`config.mk`:
```
export PLATFORM = sky130hd
export DESIGN_NAME = seven_segment_decoder
export DESIGN_NICKNAME = d
export VERILOG_FILES = /design/src/rtl/seven_segment_decoder.sv
export SDC_FILE = /design/constraint.sdc
export NUM_CORES = 1
export LEC_CHECK = 0
export BUFFER_PORTS_ARGS = -buffer_cell sky130_fd_sc_hd__buf_4
export CAP_MARGIN = 10
export CORE_MARGIN = 2
export CORE_UTILIZATION = 55
export DETAILED_ROUTE_END_ITERATION = 10
export PLACE_DENSITY = 0.75
export SKIP_CTS_REPAIR_TIMING = 1
export SYNTH_ARGS = -nofsm -noshare
export SYNTH_HDL_FRONTEND = slang
export SYNTH_SLANG_ARGS = --single-unit
```
`constraint.sdc`:
```
create_clock -name clk -period 1.92 [get_ports clk]
set_input_delay 0.192 -clock clk [delete_from_list [all_inputs] [get_ports clk]]
set_output_delay 0.192 -clock clk [all_outputs]
set_load 0.02 [all_outputs]
```
`src/rtl/seven_segment_decoder.sv`:
```
// seven_segment_decoder
//   Watches a multiplexed 7-segment bus and recovers the hex value that is
//   shown on each digit. A pattern is accepted only after it has been
//   sampled unchanged for STABLE_CYCLES consecutive cycles. Patterns that
//   are not legal glyphs are flagged.
//
//   Build option: define SEG_ACTIVE_LOW_EN for common-anode boards. The seg
//   input is then inverted at the input stage, and err_pattern holds the
//   inverted (active-high) pattern.
//
// Ports
//   clk          system clock, rising edge
//   rst_n        asynchronous active-low reset (deassert synchronised inside)
//   seg[6:0]     segment pattern: bit6=A .. bit0=G
//   digit_sel    one-hot digit enable; bit i selects digit i
//   number       decoded values; digit i occupies bits [4i+3:4i]
//   digit_valid  digit i holds a legally decoded value
//   update       one-cycle pulse when any digit slot is written
//   err          one-cycle pulse on capture of an illegal pattern
//   err_pattern  last illegal pattern captured
module seven_segment_decoder #(
  parameter int unsigned NUM_DIGITS    = 2,
  parameter int unsigned STABLE_CYCLES = 4
) (
  input  logic                    clk,
  input  logic                    rst_n,
  input  logic [6:0]              seg,
  input  logic [NUM_DIGITS-1:0]   digit_sel,
  output logic [4*NUM_DIGITS-1:0] number,
  output logic [NUM_DIGITS-1:0]   digit_valid,
  output logic                    update,
  output logic                    err,
  output logic [6:0]              err_pattern
);

  typedef enum logic [1:0] {IDLE, SETTLE, CAPTURE, HELD} state_t;

  localparam logic [7:0] CNT_MAX = 8'(STABLE_CYCLES);
  localparam logic [7:0] CNT_HIT = 8'(STABLE_CYCLES - 1);

  // Reset: asserts immediately, releases on the second clock edge.
  logic [1:0] rst_sync;
  logic       rst_i;

  always_ff @(posedge clk or negedge rst_n) begin
    if (!rst_n) rst_sync <= '0;
    else        rst_sync <= {rst_sync[0], 1'b1};
  end

  assign rst_i = rst_sync[1];

  // Input polarity
  logic [6:0] seg_in;
`ifdef SEG_ACTIVE_LOW_EN
  assign seg_in = ~seg;
`else
  assign seg_in = seg;
`endif

  // Glyph decode: {legal, value}
  function automatic logic [4:0] decode(input logic [6:0] p);
    logic [4:0] r;
    case (p)
      7'h7E:   r = {1'b1, 4'h0};
      7'h30:   r = {1'b1, 4'h1};
      7'h6D:   r = {1'b1, 4'h2};
      7'h79:   r = {1'b1, 4'h3};
      7'h33:   r = {1'b1, 4'h4};
      7'h5B:   r = {1'b1, 4'h5};
      7'h5F:   r = {1'b1, 4'h6};
      7'h70:   r = {1'b1, 4'h7};
      7'h7F:   r = {1'b1, 4'h8};
      7'h7B:   r = {1'b1, 4'h9};
      7'h77:   r = {1'b1, 4'hA};
      7'h1F:   r = {1'b1, 4'hB};
      7'h4E:   r = {1'b1, 4'hC};
      7'h3D:   r = {1'b1, 4'hD};
      7'h4F:   r = {1'b1, 4'hE};
      7'h47:   r = {1'b1, 4'hF};
      default: r = '0;
    endcase
    return r;
  endfunction

  state_t                  state;
  logic [6:0]              s_seg;
  logic [NUM_DIGITS-1:0]   s_sel;
  logic [7:0]              cnt;

  // Last captured sample. A glitch that returns to the already-captured
  // pattern re-settles, but it must not produce a second write.
  logic [6:0]              cap_seg;
  logic [NUM_DIGITS-1:0]   cap_sel;
  logic                    cap_vld;

  logic       chg;
  logic       sel_ok;
  logic       same_as_cap;
  logic [4:0] dec;

  always_comb begin
    chg         = (seg_in != s_seg) || (digit_sel != s_sel);
    sel_ok      = $onehot(digit_sel);
    same_as_cap = cap_vld && (s_seg == cap_seg) && (s_sel == cap_sel);
    dec         = decode(s_seg);
  end

  // The capture decision is made on the edge where the sample has been seen
  // unchanged STABLE_CYCLES times. The write and the update pulse are
  // registered on that same edge, and the CAPTURE state marks the pulse
  // cycle.
  always_ff @(posedge clk or negedge rst_i) begin
    if (!rst_i) begin
      state       <= IDLE;
      s_seg       <= '0;
      s_sel       <= '0;
      cnt         <= '0;
      cap_seg     <= '0;
      cap_sel     <= '0;
      cap_vld     <= 1'b0;
      number      <= '0;
      digit_valid <= '0;
      update      <= 1'b0;
      err         <= 1'b0;
      err_pattern <= '0;
    end else begin
      s_seg  <= seg_in;
      s_sel  <= digit_sel;
      update <= 1'b0;
      err    <= 1'b0;
      if (!sel_ok) begin
        cnt   <= '0;
        state <= IDLE;
      end else if (chg) begin
        cnt   <= '0;
        state <= SETTLE;
      end else begin
        if (cnt != CNT_MAX) cnt <= cnt + 8'd1;
        unique case (state)
          IDLE:    state <= SETTLE;
          SETTLE: begin
            if (cnt == CNT_HIT) begin
              if (same_as_cap) begin
                state <= HELD;
              end else begin
                state   <= CAPTURE;
                update  <= 1'b1;
                cap_seg <= s_seg;
                cap_sel <= s_sel;
                cap_vld <= 1'b1;
                for (int unsigned i = 0; i < NUM_DIGITS; i++) begin
                  if (s_sel[i]) begin
                    digit_valid[i] <= dec[4];
                    if (dec[4]) number[4*i +: 4] <= dec[3:0];
                  end
                end
                if (!dec[4] && (s_seg != '0)) begin
                  err         <= 1'b1;
                  err_pattern <= s_seg;
                end
              end
            end
          end
          CAPTURE: state <= HELD;
          HELD:    state <= HELD;
        endcase
      end
    end
  end

endmodule
```
Yosys cells after proc, flatten, opt, wreduce, memory -nomap -nowiden
Index checks and enable logic that the tools add are counted.

Reduce and logical (&&, ||, !) cells: 14. Add/subtract/negate cells: 2. Muxes and demuxes: 20. Bitwise gates (word level): 2. Equal/unequal tests: 28.

Operators with widths (number): $eq 7x7->1 const B (12); $pmux 5 s16 (1); $mux 8 (3); $eq 7x6->1 const B (3); $reduce_and 6->1 (3); $reduce_and 7->1 (2); $mux 1 (12); $add 8x1->8 const B (1); $eq 8x2->1 const B (1); $ne 8x3->1 const B (1); $eq 7x5->1 const B (1); $eq 7x7->1 (1); $ne 7x7->1 (1); $reduce_bool 7->1 (1); $mux 2 (3); $pmux 2 s3 (1); $reduce_and 5->1 (1); $eq 2x1->1 const B (2); $eq 2x2->1 const B (2); $ne 4x4->1 const B (1); $logic_and 1x1->1 (3); $ne 3x2->1 const B (1); $add 1x1->2 (1); $eq 2x2->1 (1); other kinds (6) (7).

Output and inout port bits: 19. Logic and storage cells: 81. Register bits: 50. Bits of input ports: 11.

Depth between registers and ports, before layout
Depth in word-level cells: 10. Depth in mapped cells: 9.

Worst setup path before layout
No wires, ideal clock.

Path type: reg-to-reg. From: register s_seg[4]. To: register err_pattern[0]. Slack: -0.130 ns. Path buffers: 1. Library setup time: 0.125 ns. Clock period less this slack: 2.050 ns. Data arrival time: 1.925 ns. Cell stages (with the launch flop): 8. Data required time: 1.795 ns. Path through: dfrtp_1 buf_2 xor2_1 a32o_1 a211oi_2 nand3_2 nor3_4 mux2_2.

Word-level cells in the longest chain between the ends: 5. Elaborated cells between the ends (all ways): 28. Those cells by class: 18 x eq/ne; 1 x mux; 2 x bitwise; 7 x reduce/logical.

RTL lines: from (decl) (RTL line 86) `logic [6:0] s_seg;`; from (signal assigned) (RTL line 127) `s_seg <= seg_in;`; $eq 7x7->1, or another cell as far along (RTL line 63) `case (p)`; $pmux 5 s16 or $logic_and 1x1->1 (tied branches) (RTL line 63, 104); $logic_not 1->1 or $logic_and 1x1->1 (tied branches) (RTL line 157, 104); $logic_and 1x1->1 or $not 1->1 (tied branches); $reduce_and 6->1 (no line) (*); to (signal assigned) (RTL line 159) `err_pattern <= s_seg;`; to (decl) (RTL line 33) `output logic [6:0] err_pattern`.

Every way passes the cells marked *; elsewhere a longest branch is shown, timed or not. A chain may end at the register's enable or synchronous reset.

Worst setup path in the final report
From: register s_seg[2]. To: register number[2].

Word-level cells in the longest chain between the ends: 5. Elaborated cells between the ends (all ways): 25. Those cells by class: 18 x eq/ne; 1 x mux; 2 x bitwise; 4 x reduce/logical.

RTL lines: parallel branches: the longest is 5 deep, another holds $pmux 5 s16; to (signal, indexed assignment) (RTL line 154) `if (dec[4]) number[4*i +: 4] <= dec[3:0];`; to (decl) (RTL line 29) `output logic [4*NUM_DIGITS-1:0] number,`.

Parallel ways; which one is timed is not known.

==> results.toml <==
[pwr]
p_leak_nw = 1.70
p_clk_share_pct = 32.1
switching_share_pct = 24.7
p_total_mw = 1.97
vdd_ir_drop_max_mv = 0.499
pwr-share-comb_pct = 12.3
p_sw_uw = 487
pwr-share-seq_pct = 55.7
p_int_mw = 1.48
power_density_nw_per_um2 = 565

[timing]
timing.final.ws_setup_ns = -0.313
max_freq_mhz = 448
setup_viol = 25
fin_skew_ns = 0.00811
period_needed_ns = 2.23
hold_viol_final = 0
rsz0062_at_grt = "true"
fin_tns_setup_ns = -5.18
drv_slew = 0
period_share_pct = 116

[floorplanning]
core-area_um2 = 4320
num_rows = 24
start_util_pct = 56.4
die_height_um = 70.6
dieArea_um2 = 4990
fp.dieW_um = 70.6
pin_count = 30

[layout]
drive_gt1_share_pct = 47.9
final_cell_mix = "buf_4, dfrtp_1, nor2_1, xor2_1, nand3_1"
fin_area_um2 = 3490
fillers = 272
layout.nets = 329
diodes = 0
syn_to_final_growth_pct = 42.9
final_common_cell = "buf_4"
final_core_util_pct = 80.6

[synthesis]
synth_cell_types = 42
synthFlopType = "dfrtp_1"
ys_async_sr_fraction_pct = 100
synthSimpleGateAreaFrac_pct = 19.0
yosysSeqAreaShare_pct = 51.3
synthAdderAreaFrac_pct = 1.03
synth_xor_area_share_pct = 9.33
synth-edff-count = 0
synth_top_family_by_area = "simple AND/OR/NAND/NOR gates"
postSynthCellCount = 223
netlist_area_um2 = 2440
yosysWarnings = 0
syn_nets = 236
synth.mux.area_fraction_pct = 8.31
synth-compound-area-share_pct = 7.18
avgSynthCellArea_um2 = 10.9
synth-seq-cells = 50

[placed_design]
place.gp.congestion = 0.925
hpwlAfterDp_um = 3980
place_ws_ns = -0.316
place.port_buffers = 29
dpl_cell_area_um2 = 3120

[grt]
grt_pass1_vias = 1951
grt_use_total_pct = 23.3
overflow = 0
antenna_found_initial = 0
grt_max_degree = 30
grt_pass1_wl_um = 9130

[routing]
wire_per_inst_um = 16.4
route.detailed.drc = 0
ant_nets = 0
wl_um = 6040
first_iter_violations = 126
drt_pass1_iterations = 4
via_per_inst = 5.58
vias = 2059

[critical_path]
worstPathMaxFanout = 8
cp-end-kind = "flip-flop"
cp_cell_sequence = "buf_6 -> or4b_4 -> o22ai_4 -> a211oi_2 -> nand3_2 -> buf_4 -> nand3_4 -> mux2_1"
worstSetupStartpointType = "flip-flop"
worstPathRequired_ns = 2.11
critPathKind = "reg2reg"
cpPeakStageDelay_ns = 0.49
path_buf_inv = 2
cp_top_family = "simple AND/OR/NAND/NOR gates"
slowest_stage = "dfrtp_2"
crit_arrival_ns = 2.42

[clocking]
ctsHtreeMaxLevel = 2
clkSinkCount = 50
clock_tree.root_cell = "clkbuf_8"
cts_tree = "built"
clk_pin_slew_ns = 0.09
clock_latency_ns = 0.31
cts_buffer_depth = 2
numCtsBuffers = 5

[outcome]
violations = "setup timing"
outcome = "finished, violations left"

[run]
max_cap_violations = 0

[worst_hold_path]
hp-class = "in2reg"
power groups by stage:
stage               logic [mW]  registers, mW  clock network [mW]
finish                   0.242           1.10               0.632
global route             0.259           1.10               0.673
CTS                      0.193           1.10               0.640
detailed placement       0.192           1.12                   0
global placement         0.188           1.12                   0
floorplan                0.103           1.11                   0
cells by family (layout without fill, tap and decap cells):
logic type | count (synthesis) | count (layout)
compound gates | 26 | 26
xor+xnor | 26 | 26
fa+ha+maj | 2 | 2
buf+inv | 18 | 112
flops | 50 | 50
mux | 18 | 18
other cells | 1 | 1
simple gates | 82 | 82
metal layers:
layer,wire (µm),vias to the layer above,track usage (%)
met5,0,-,0
met4,187,0,7.97
met3,259,24,5.13
met2,3000,80,37.3
met1,2590,993,32.0
li1,-,962,-
Yosys cell counts (4+ instances only):
cell,number,share of area [%]
inv_1,7,1.1
o2bb2ai_1,4,1.4
mux2_1,6,2.8
nor3_1,7,1.4
xor2_1,15,5.4
buf_2,9,1.8
xnor2_1,11,3.9
nand3_1,12,2.5
dfrtp_1,50,51
nand4_1,7,1.8
mux2_2,12,5.5
nand2_1,12,1.8
a21oi_1,8,1.6
o21ai_0,7,1.4
nor2_1,17,2.6
path summary, 6_finish.rpt:
| path | cells after the start | slack [ns] | to | from |
|---|---|---|---|---|
| worst max-delay path | 8 | -0.31 | number[2] | s_seg[2] |
| worst min-delay path | 1 | 0.005 | s_seg[6] | seg[6] |
| max in group asynchronous | 1 | 1.19 | s_seg[0] | rst_sync[1] |
| min in group asynchronous | 2 | 0.20 | rst_sync[1] | rst_n |
| worst max register to register | 8 | -0.31 | number[2] | s_seg[2] |
| worst min register to register | 0 | 0.22 | number[3] | rst_sync[1] |
flip-flops by register name, summed over array words and instances (netlist names), 2 cells and up:
signal       flops
s_sel            2
rst_sync         2
digit_valid      2
err_pattern      7
cap_seg          7
state            2
s_seg            7
cnt              8
number           8
cap_sel          2
stage by stage:
stage                     std cells  hold slack [ns]
after floorplan                 223           -0.104
after global placement          345          -0.0251
after detailed placement        345          -0.0224
after CTS                       353           -0.347
after global routing            369          0.00532
final                           369          0.00547
layout make-up:
type / instances / area (µm²) / area share (%)
inverters: 7 / 26.3 / 0.753
repair buffers: 97 / 786 / 22.5
well taps: 52 / 65.1 / 1.87
multi-input cells: 155 / 1260 / 36.1
clock inverters: 1 / 5.00 / 0.144
flip-flops and latches: 50 / 1260 / 36.1
clock buffers: 7 / 86.3 / 2.48
Power figures use the tool's default switching activity.
